--- config.mk ---
export PLATFORM = sky130hd
export DESIGN_NAME = sample_frame_buffer
export DESIGN_NICKNAME = d
export VERILOG_FILES = /design/src/rtl/sample_frame_buffer_pkg.sv /design/src/rtl/sample_frame_buffer_bank.sv /design/src/rtl/sample_frame_buffer.sv
export SDC_FILE = /design/constraint.sdc
export NUM_CORES = 2
export LEC_CHECK = 0
export ABC_CLOCK_PERIOD_IN_PS = 8600
export CAP_MARGIN = 10
export CELL_PAD_IN_SITES_DETAIL_PLACEMENT = 0
export CELL_PAD_IN_SITES_GLOBAL_PLACEMENT = 2
export CORE_MARGIN = 1
export CORE_UTILIZATION = 45
export DETAILED_ROUTE_END_ITERATION = 16
export DONT_BUFFER_PORTS = 1
export GPL_TIMING_DRIVEN = 0
export PLACE_DENSITY = 0.68
export SLEW_MARGIN = 20
export SYNTH_ARGS = -nofsm -noshare
export SYNTH_HDL_FRONTEND = slang
export SYNTH_SLANG_ARGS = --single-unit
--- constraint.sdc ---
create_clock -name clk -period 8.6 [get_ports clk]
set_clock_uncertainty 0.05 [all_clocks]
set_input_delay 2.58 -clock clk [delete_from_list [all_inputs] [get_ports clk]]
set_output_delay 2.58 -clock clk [all_outputs]
set_load 0.03 [all_outputs]
--- src/rtl/sample_frame_buffer_pkg.sv ---
// Shared definitions for the double-buffered sensor frame capture block.
// Holds the default frame length, FSM encodings and the blank read value.
package sample_frame_buffer_pkg;

    localparam int         DATA_LENGTH_DEFAULT = 115;
    localparam logic [7:0] OOR_DATA            = 8'h00;

    typedef enum logic [1:0] {
        WAIT_START = 2'd0,
        FILL       = 2'd1,
        SWAP       = 2'd2
    } state_t;

endpackage

--- src/rtl/sample_frame_buffer_bank.sv ---
// frame_bank: DEPTH x 8 byte store, synchronous write, asynchronous read.
// Ports: clk, we/waddr/wdata (write side), raddr -> rdata (combinational).
module frame_bank
    import sample_frame_buffer_pkg::*;
#(
    parameter int DEPTH = DATA_LENGTH_DEFAULT,
    parameter int IW    = 7
) (
    input  logic          clk,
    input  logic          we,
    input  logic [IW-1:0] waddr,
    input  logic [7:0]    wdata,
    input  logic [IW-1:0] raddr,
    output logic [7:0]    rdata
);

    logic [7:0] mem [DEPTH];

    always_ff @(posedge clk) begin
        if (we && (32'(waddr) < DEPTH)) begin
            mem[waddr] <= wdata;
        end
    end

    // Index space is a power of two; guard the unused tail.
    assign rdata = (32'(raddr) < DEPTH) ? mem[raddr] : OOR_DATA;

endmodule

--- src/rtl/sample_frame_buffer.sv ---
// Double-buffered frame capture: fills one bank while the other is read.
// Ports: clk, rst, sample/sample_valid/frame_start/drop (capture side),
//        addr -> data (read side), frame_ready, overrun, frame_count.
module sample_frame_buffer
    import sample_frame_buffer_pkg::*;
#(
    parameter int DATA_LENGTH = DATA_LENGTH_DEFAULT,
    parameter int ADDR_WIDTH  = 8
) (
    input  logic                  clk,
    input  logic                  rst,
    input  logic [7:0]            sample,
    input  logic                  sample_valid,
    input  logic                  frame_start,
    input  logic                  drop,
    input  logic [ADDR_WIDTH-1:0] addr,
    output logic [7:0]            data,
    output logic                  frame_ready,
    output logic                  overrun,
    output logic [7:0]            frame_count
);

    localparam int         IW   = (DATA_LENGTH > 1) ? $clog2(DATA_LENGTH) : 1;
    localparam logic [7:0] LAST = 8'(DATA_LENGTH - 1);

    state_t     state;
    state_t     state_nxt;
    logic [7:0] wr_ptr;
    logic [7:0] wr_ptr_nxt;
    logic [7:0] wr_idx;
    logic       we;
    logic       set_ovr;
    logic       do_swap;
    logic       bank_sel;
    logic       drop_q;
    logic       drop_req;
    logic [7:0] rd0;
    logic [7:0] rd1;
    logic       in_range;

    // Each level change on drop is one request.
    assign drop_req = drop ^ drop_q;

    always_comb begin
        state_nxt  = state;
        wr_ptr_nxt = wr_ptr;
        wr_idx     = 8'd0;
        we         = 1'b0;
        set_ovr    = 1'b0;
        do_swap    = 1'b0;
        unique case (state)
            WAIT_START, FILL: begin
                if (drop_req) begin
                    state_nxt  = WAIT_START;
                    wr_ptr_nxt = 8'd0;
                end else if (frame_start) begin
                    // Restart; only counts as overrun mid-frame.
                    set_ovr    = (state == FILL);
                    state_nxt  = FILL;
                    wr_ptr_nxt = 8'd0;
                    if (sample_valid) begin
                        we = 1'b1;
                        if (LAST == 8'd0) begin
                            state_nxt = SWAP;
                        end else begin
                            wr_ptr_nxt = 8'd1;
                        end
                    end
                end else if (state == FILL && sample_valid) begin
                    we     = 1'b1;
                    wr_idx = wr_ptr;
                    if (wr_ptr == LAST) begin
                        state_nxt  = SWAP;
                        wr_ptr_nxt = 8'd0;
                    end else begin
                        wr_ptr_nxt = wr_ptr + 8'd1;
                    end
                end
            end
            SWAP: begin
                // A drop here lands in WAIT_START anyway, after the swap.
                do_swap    = 1'b1;
                state_nxt  = WAIT_START;
                wr_ptr_nxt = 8'd0;
            end
            default: begin
                state_nxt  = WAIT_START;
                wr_ptr_nxt = 8'd0;
            end
        endcase
    end

    always_ff @(posedge clk) begin
        drop_q <= drop;
        if (rst) begin
            state       <= WAIT_START;
            wr_ptr      <= 8'd0;
            bank_sel    <= 1'b0;
            frame_ready <= 1'b0;
            overrun     <= 1'b0;
            frame_count <= 8'd0;
        end else begin
            state  <= state_nxt;
            wr_ptr <= wr_ptr_nxt;
            if (set_ovr) begin
                overrun <= 1'b1;
            end
            if (do_swap) begin
                bank_sel    <= ~bank_sel;
                frame_ready <= 1'b1;
                frame_count <= frame_count + 8'd1;
            end
        end
    end

    // bank_sel names the read bank; the other one is being filled.
    frame_bank #(.DEPTH(DATA_LENGTH), .IW(IW)) u_bank0 (
        .clk   (clk),
        .we    (we && !rst && bank_sel),
        .waddr (IW'(wr_idx)),
        .wdata (sample),
        .raddr (IW'(addr)),
        .rdata (rd0)
    );

    frame_bank #(.DEPTH(DATA_LENGTH), .IW(IW)) u_bank1 (
        .clk   (clk),
        .we    (we && !rst && !bank_sel),
        .waddr (IW'(wr_idx)),
        .wdata (sample),
        .raddr (IW'(addr)),
        .rdata (rd1)
    );

    assign in_range = 32'(addr) < DATA_LENGTH;

    always_comb begin
        data = OOR_DATA;
        if (frame_ready && in_range) begin
            data = bank_sel ? rd1 : rd0;
        end
    end

endmodule

# After elaboration in Yosys (flattened, before gate mapping)
# Memory sizes are Yosys's and may differ from the RTL's.
# Cells that the tools add are included.
# word_totals
regBits	22
mem_bits_rw	1840
input_bits	21
output_inout_bits	18
mem_count	2
# memory_table
name	depth	width	read_ports	rd_clocked_by_memory_dff	write_ports	line	rtl
u_bank0.mem	115	8	1	0	1	sample_frame_buffer_bank.sv:17	logic [7:0] mem [DEPTH];
u_bank1.mem	115	8	1	0	1	sample_frame_buffer_bank.sv:17	
# classes
n_addsub	2
n_lt_le_gt_ge	3
n_eq_ne	3
n_mux	28
bitwise	3
n_reduce_logical	17
# op_table
cell	count
two-way mux 8 bit	7
two-way mux 7 bit	4
two-way mux 1 bit	17
adder 8 x 1 -> 8 bit, second input constant	2
< comparator 7 bit, second input constant	2
== test 8 x 7 -> 1 bit, second input constant	1
< comparator 8 x 7 -> 1 bit, second input constant	1
logical AND 1 bit	7
AND reduction 2 bit	2
nonzero test 2 bit	2
OR reduction 4 bit	1
OR reduction 3 bit	1
== test 2 x 1 -> 1 bit, second input constant	1
== test 2 bit, second input constant	1
logical NOT 1 bit	2
logical NOT 2 bit	1
inverter 1 bit	2
OR reduction 2 bit	1
XOR 1 bit	1

# Depth between registers and ports, before layout
# depth
depth_word	11
ltp_mapped	12

# Hierarchy
# Synthesis repeated with hierarchy kept, for this count alone.
# hier_totals
cells_unflattened	3682
hier_area_um2	73850.8
# modules_own_cells
mod	n_inst	cells_per_inst	area_each_um2	seq_area_each_um2
frame_bank	2	1771	36326.1	27626.5
sample_frame_buffer	1	140	1198.6	440.4

# Worst setup path before layout
# Ideal clock, no wire load.
# synth_timing
path_type	in2out
startpoint	input addr[1]
endpoint	output data[5]
arrival_time_ns	4.796
slack_ns	1.174
stages	11
path_cell_list	buf_4 buf_2 buf_2 buf_4 clkbuf_1 nand2_1 o21ai_0 a221oi_1 o21ai_1 o21ai_0 o32ai_1
# synth_between
elab_chain_len	4
word_cells_on_any_way	9
classes_between	order compare: 2; mux: 4; reduce/logical: 1; memory: 2
# synth_rtl
item	line	rtl
start: declaration	sample_frame_buffer.sv:16	input logic [ADDR_WIDTH-1:0] addr,
memory read (115 x 8 bit) / < comparator 7 bit (equally long branches)	--	
two-way mux 8 bit	sample_frame_buffer_bank.sv:26	assign rdata = (32'(raddr) < DEPTH) ? mem[raddr] : OOR_DATA;
two-way mux 8 bit	sample_frame_buffer.sv:140	data = bank_sel ? rd1 : rd0;
two-way mux 8 bit (*)	sample_frame_buffer.sv:139	if (frame_ready && in_range) begin
end: declaration	sample_frame_buffer.sv:17	output logic [7:0] data,
# Mark *: on every way between the ends. The rest lies on a longest branch, timed or not.

# Final worst setup path
# layout_timing
startpoint	input addr[3]
endpoint	output data[7]
# The elaborated chain is that of the path after synthesis.

==> impl_metrics.env <==
export IMPL_violations="negative setup slack"
export IMPL_synth_seq_cells=1862
export IMPL_synth_top_area_share_pct=75.98
export IMPL_routed_via_count=40175
export IMPL_maxSlewHeadroom_pct=15.96
export IMPL_cts_root_buf="clkbuf_16"
export IMPL_grt_pass1_wl_mm=355.6
export IMPL_vias_per_cell=6.654
export IMPL_postRouteAntennaNets=0
export IMPL_r2r_end="u_bank1.mem[106][3]$_DFFE_PP_"
export IMPL_die_area_mm2=0.1632
export IMPL_min_path_type="reg -> reg"
export IMPL_fin_util_pct=51.53
export IMPL_core_area_mm2=0.1606
export IMPL_place_gp_congestion=0.9969
export IMPL_synthArstFlopShare_pct=0
export IMPL_antenna_found_initial=22
export IMPL_wl_mm=271.5
export IMPL_initial_core_util_pct=45.29
export IMPL_p_leak_nw=25.66
export IMPL_syn2layout_area_growth_pct=13.78
export IMPL_gr_usage_all_layers_pct=33.50
export IMPL_grt_start_max_net_pins=231
export IMPL_drv_slew=0
export IMPL_drcViolationCount=0
export IMPL_rsz0062_at_grt="no"
export IMPL_cts_tree="built"
export IMPL_intPower_mw=14.97
export IMPL_grt_overflow=0
export IMPL_whs_path_depth=2
export IMPL_worstSetupStartpointType="input port"
export IMPL_worstHoldStart="wr_ptr[7]$_SDFFE_PP0P_"
export IMPL_finalCritPeriodShare_pct=103.9
export IMPL_cts_buffers_inserted=191
export IMPL_ys_flop_type="edfxtp_1"
export IMPL_critPathKind="in -> out"
export IMPL_hold_viol_final=0
export IMPL_ys_seq_area_share_pct=76.58
export IMPL_yosys_warnings=0
export IMPL_cts_sinks=1862
export IMPL_dp_hpwl_mm=178.5
export IMPL_max_cap_viol_count=0
export IMPL_drtIter0Drc=6696
export IMPL_crit_fanout=10
export IMPL_hold_slack_ps=469.9
export IMPL_h_tree_depth=4
export IMPL_setup_violations=8
export IMPL_power_frac_clock_pct=42.9
export IMPL_ir_drop_mv=0.2208
export IMPL_io_buffers=0
export IMPL_end_kind="output pin"
export IMPL_netlist_top_cells_count="edfxtp_1, mux4_2, nor2_1"
export IMPL_power_frac_comb_pct=5.3
export IMPL_whs_endpoint="wr_ptr[7]$_SDFFE_PP0P_"
export IMPL_final_nets=3728
export IMPL_ys_types=69
export IMPL_yosys_area_top_type="edfxtp_1"
export IMPL_r2r_start="state[0]$_SDFFE_PP0P_"
export IMPL_clk_pin_slew_ps=60
export IMPL_rr_worst_depth=7
export IMPL_route_detailed_wl_per_inst_um=44.96
export IMPL_status="finished with violations"
export IMPL_period_needed_ps=8935
export IMPL_fin_ws_ps=-334.9
export IMPL_clock_path_buffers=3
export IMPL_drive_above_1_share_pct=24.51
export IMPL_power_density_mw_per_mm2=232.8
export IMPL_pre_cts_ws_ps=-1564
export IMPL_synth_edf_count=1840
export IMPL_rows=147
export IMPL_die_h_um=404.0
export IMPL_netlist_instances=3491
export IMPL_first_pass_iters=6
export IMPL_netSwitchingFraction_pct=22.29
export IMPL_syn_area_mm2=0.07272
export IMPL_clock_latency_ps=850
export IMPL_avgSynthCellArea_um2=20.83
export IMPL_switchingPower_mw=4.292
export IMPL_yosys_top_cells_area="edfxtp_1, mux4_2, mux2i_1"
export IMPL_grt_pass1_vias=38941
export IMPL_reg2reg_slack_ps=4280
export IMPL_io_pin_count=39
export IMPL_yosysMostFrequentCell="edfxtp_1"
export IMPL_arrival_ps=6300
export IMPL_die_w_um=404.0
export IMPL_fmax_ghz=0.1119
export IMPL_power_frac_seq_pct=51.8
export IMPL_critPathRequiredTime_ps=5970
export IMPL_syn_nets=3515
export IMPL_timing_worst_slew_pin_value_ps=1256
==> through the flow <==
stage / cell area (um^2) / setup TNS [ps] / power [mW] / cells
after global placement: 75430 / -16770 / 11.11 / 5651
after detailed placement: 76060 / -8748 / 11.13 / 5674
final: 82740 / -1343 / 19.26 / 6038
after CTS: 82620 / -47.46 / 19.25 / 6024
after global routing: 82710 / 0 / 19.58 / 6024
after floorplan: 72720 / 0 / 10.63 / 3491
==> cells by family after synthesis <==
logic type	Yosys count	share of synthesized area (%)
compound gates	297	2.894
xor+xnor	15	0.1806
fa+ha+maj	3	0.05162
buf+inv	221	1.786
flops	1862	76.58
mux	592	15.57
simple gates	501	2.942
==> critical path, cell delays in order <==
cell and delay (ps):
clkbuf_2 460, and2_1 900, clkbuf_2 710, a21oi_1 220
a32oi_1 560, o211ai_1 350, o22ai_4 500
==> layer usage <==
metal,GRT usage [%],routed length (um)
met1,44.40,100900
met2,48.98,119200
met3,10.29,33070
met4,19.66,18270
met5,0,51
==> state kept, by name (all words and copies together) (netlist names) <==
signal       flops
overrun          1
state            2
wr_ptr           8
u_bank0.mem    920
u_bank1.mem    920
drop_q           1
frame_count      8
frame_ready      1
bank_sel         1
==> power by group through the flow <==
stage / logic (mW) / registers, mW / clock network, mW
final: 1.02 / 9.97 / 8.27
after global routing: 1.01 / 9.96 / 8.61
after CTS: 0.989 / 9.97 / 8.30
after detailed placement: 0.969 / 10.2 / 0
after global placement: 0.953 / 10.2 / 0
after floorplan: 0.463 / 10.2 / 0
==> layout make-up <==
cell class	instances	area, um^2
diodes	15	37.54
plain buffers	208	1560
clock buffers	238	4997
clock inverters	114	1174
fillers	12591	77820
inverters	10	42.54
multi-input cells	1408	16040
flip-flops and latches	1862	55690
well taps	2160	2703
repair buffers	23	499.2
==> layout by cell type, fill, tap and decap left out, types with 7 or more instances in the layout <==
| cell type | n |
|---|---|
| dfxtp_1 | 22 |
| mux2_2 | 21 |
| nand3_1 | 25 |
| buf_16 | 12 |
| clkinv_2 | 29 |
| nor2b_1 | 14 |
| a22o_1 | 10 |
| o22ai_1 | 17 |
| clkinv_1 | 48 |
| clkbuf_2 | 49 |
| o21ai_0 | 32 |
| clkbuf_1 | 85 |
| mux4_2 | 429 |
| bufinv_16 | 18 |
| xor2_1 | 10 |
| buf_6 | 42 |
| diode_2 | 15 |
| nand2b_1 | 9 |
| nor2_1 | 282 |
| clkbuf_16 | 192 |
| a32oi_1 | 7 |
| a21oi_1 | 47 |
| nand2_1 | 105 |
| nor3_1 | 12 |
| a22oi_1 | 42 |
| buf_8 | 10 |
| buf_2 | 22 |
| and3_1 | 7 |
| buf_12 | 15 |
| mux2i_1 | 140 |
| edfxtp_1 | 1840 |
| a221oi_1 | 28 |
| o221ai_1 | 13 |
| and2_1 | 7 |
| o211ai_1 | 14 |
| a31oi_1 | 11 |
| buf_4 | 36 |
| or3_1 | 7 |
| inv_1 | 8 |
==> how the worst max path moves through the flow <==
| stage | startpoint | to | slack [ps] | cells after the start |
|---|---|---|---|---|
| floorplan | addr[1] | data[5] | 1170 | 11 |
| global placement | addr[2] | data[1] | -2400 | 7 |
| detailed placement | addr[1] | data[5] | -1560 | 11 |
| CTS | addr[0] | data[4] | -30 | 12 |
| global route | addr[0] | data[6] | 2 | 10 |
| finish | addr[3] | data[7] | -330 | 7 |
==> what timing repair did <==
action                                  4_1_cts  5_1_grt
endpoints found under the setup margin        8        8
gates resized for setup                     113       18
hold buffers                                  0        0
pin swaps                                     7        5
buffers inserted                              0        0
No activity file was read; power rests on OpenSTA's default activity.
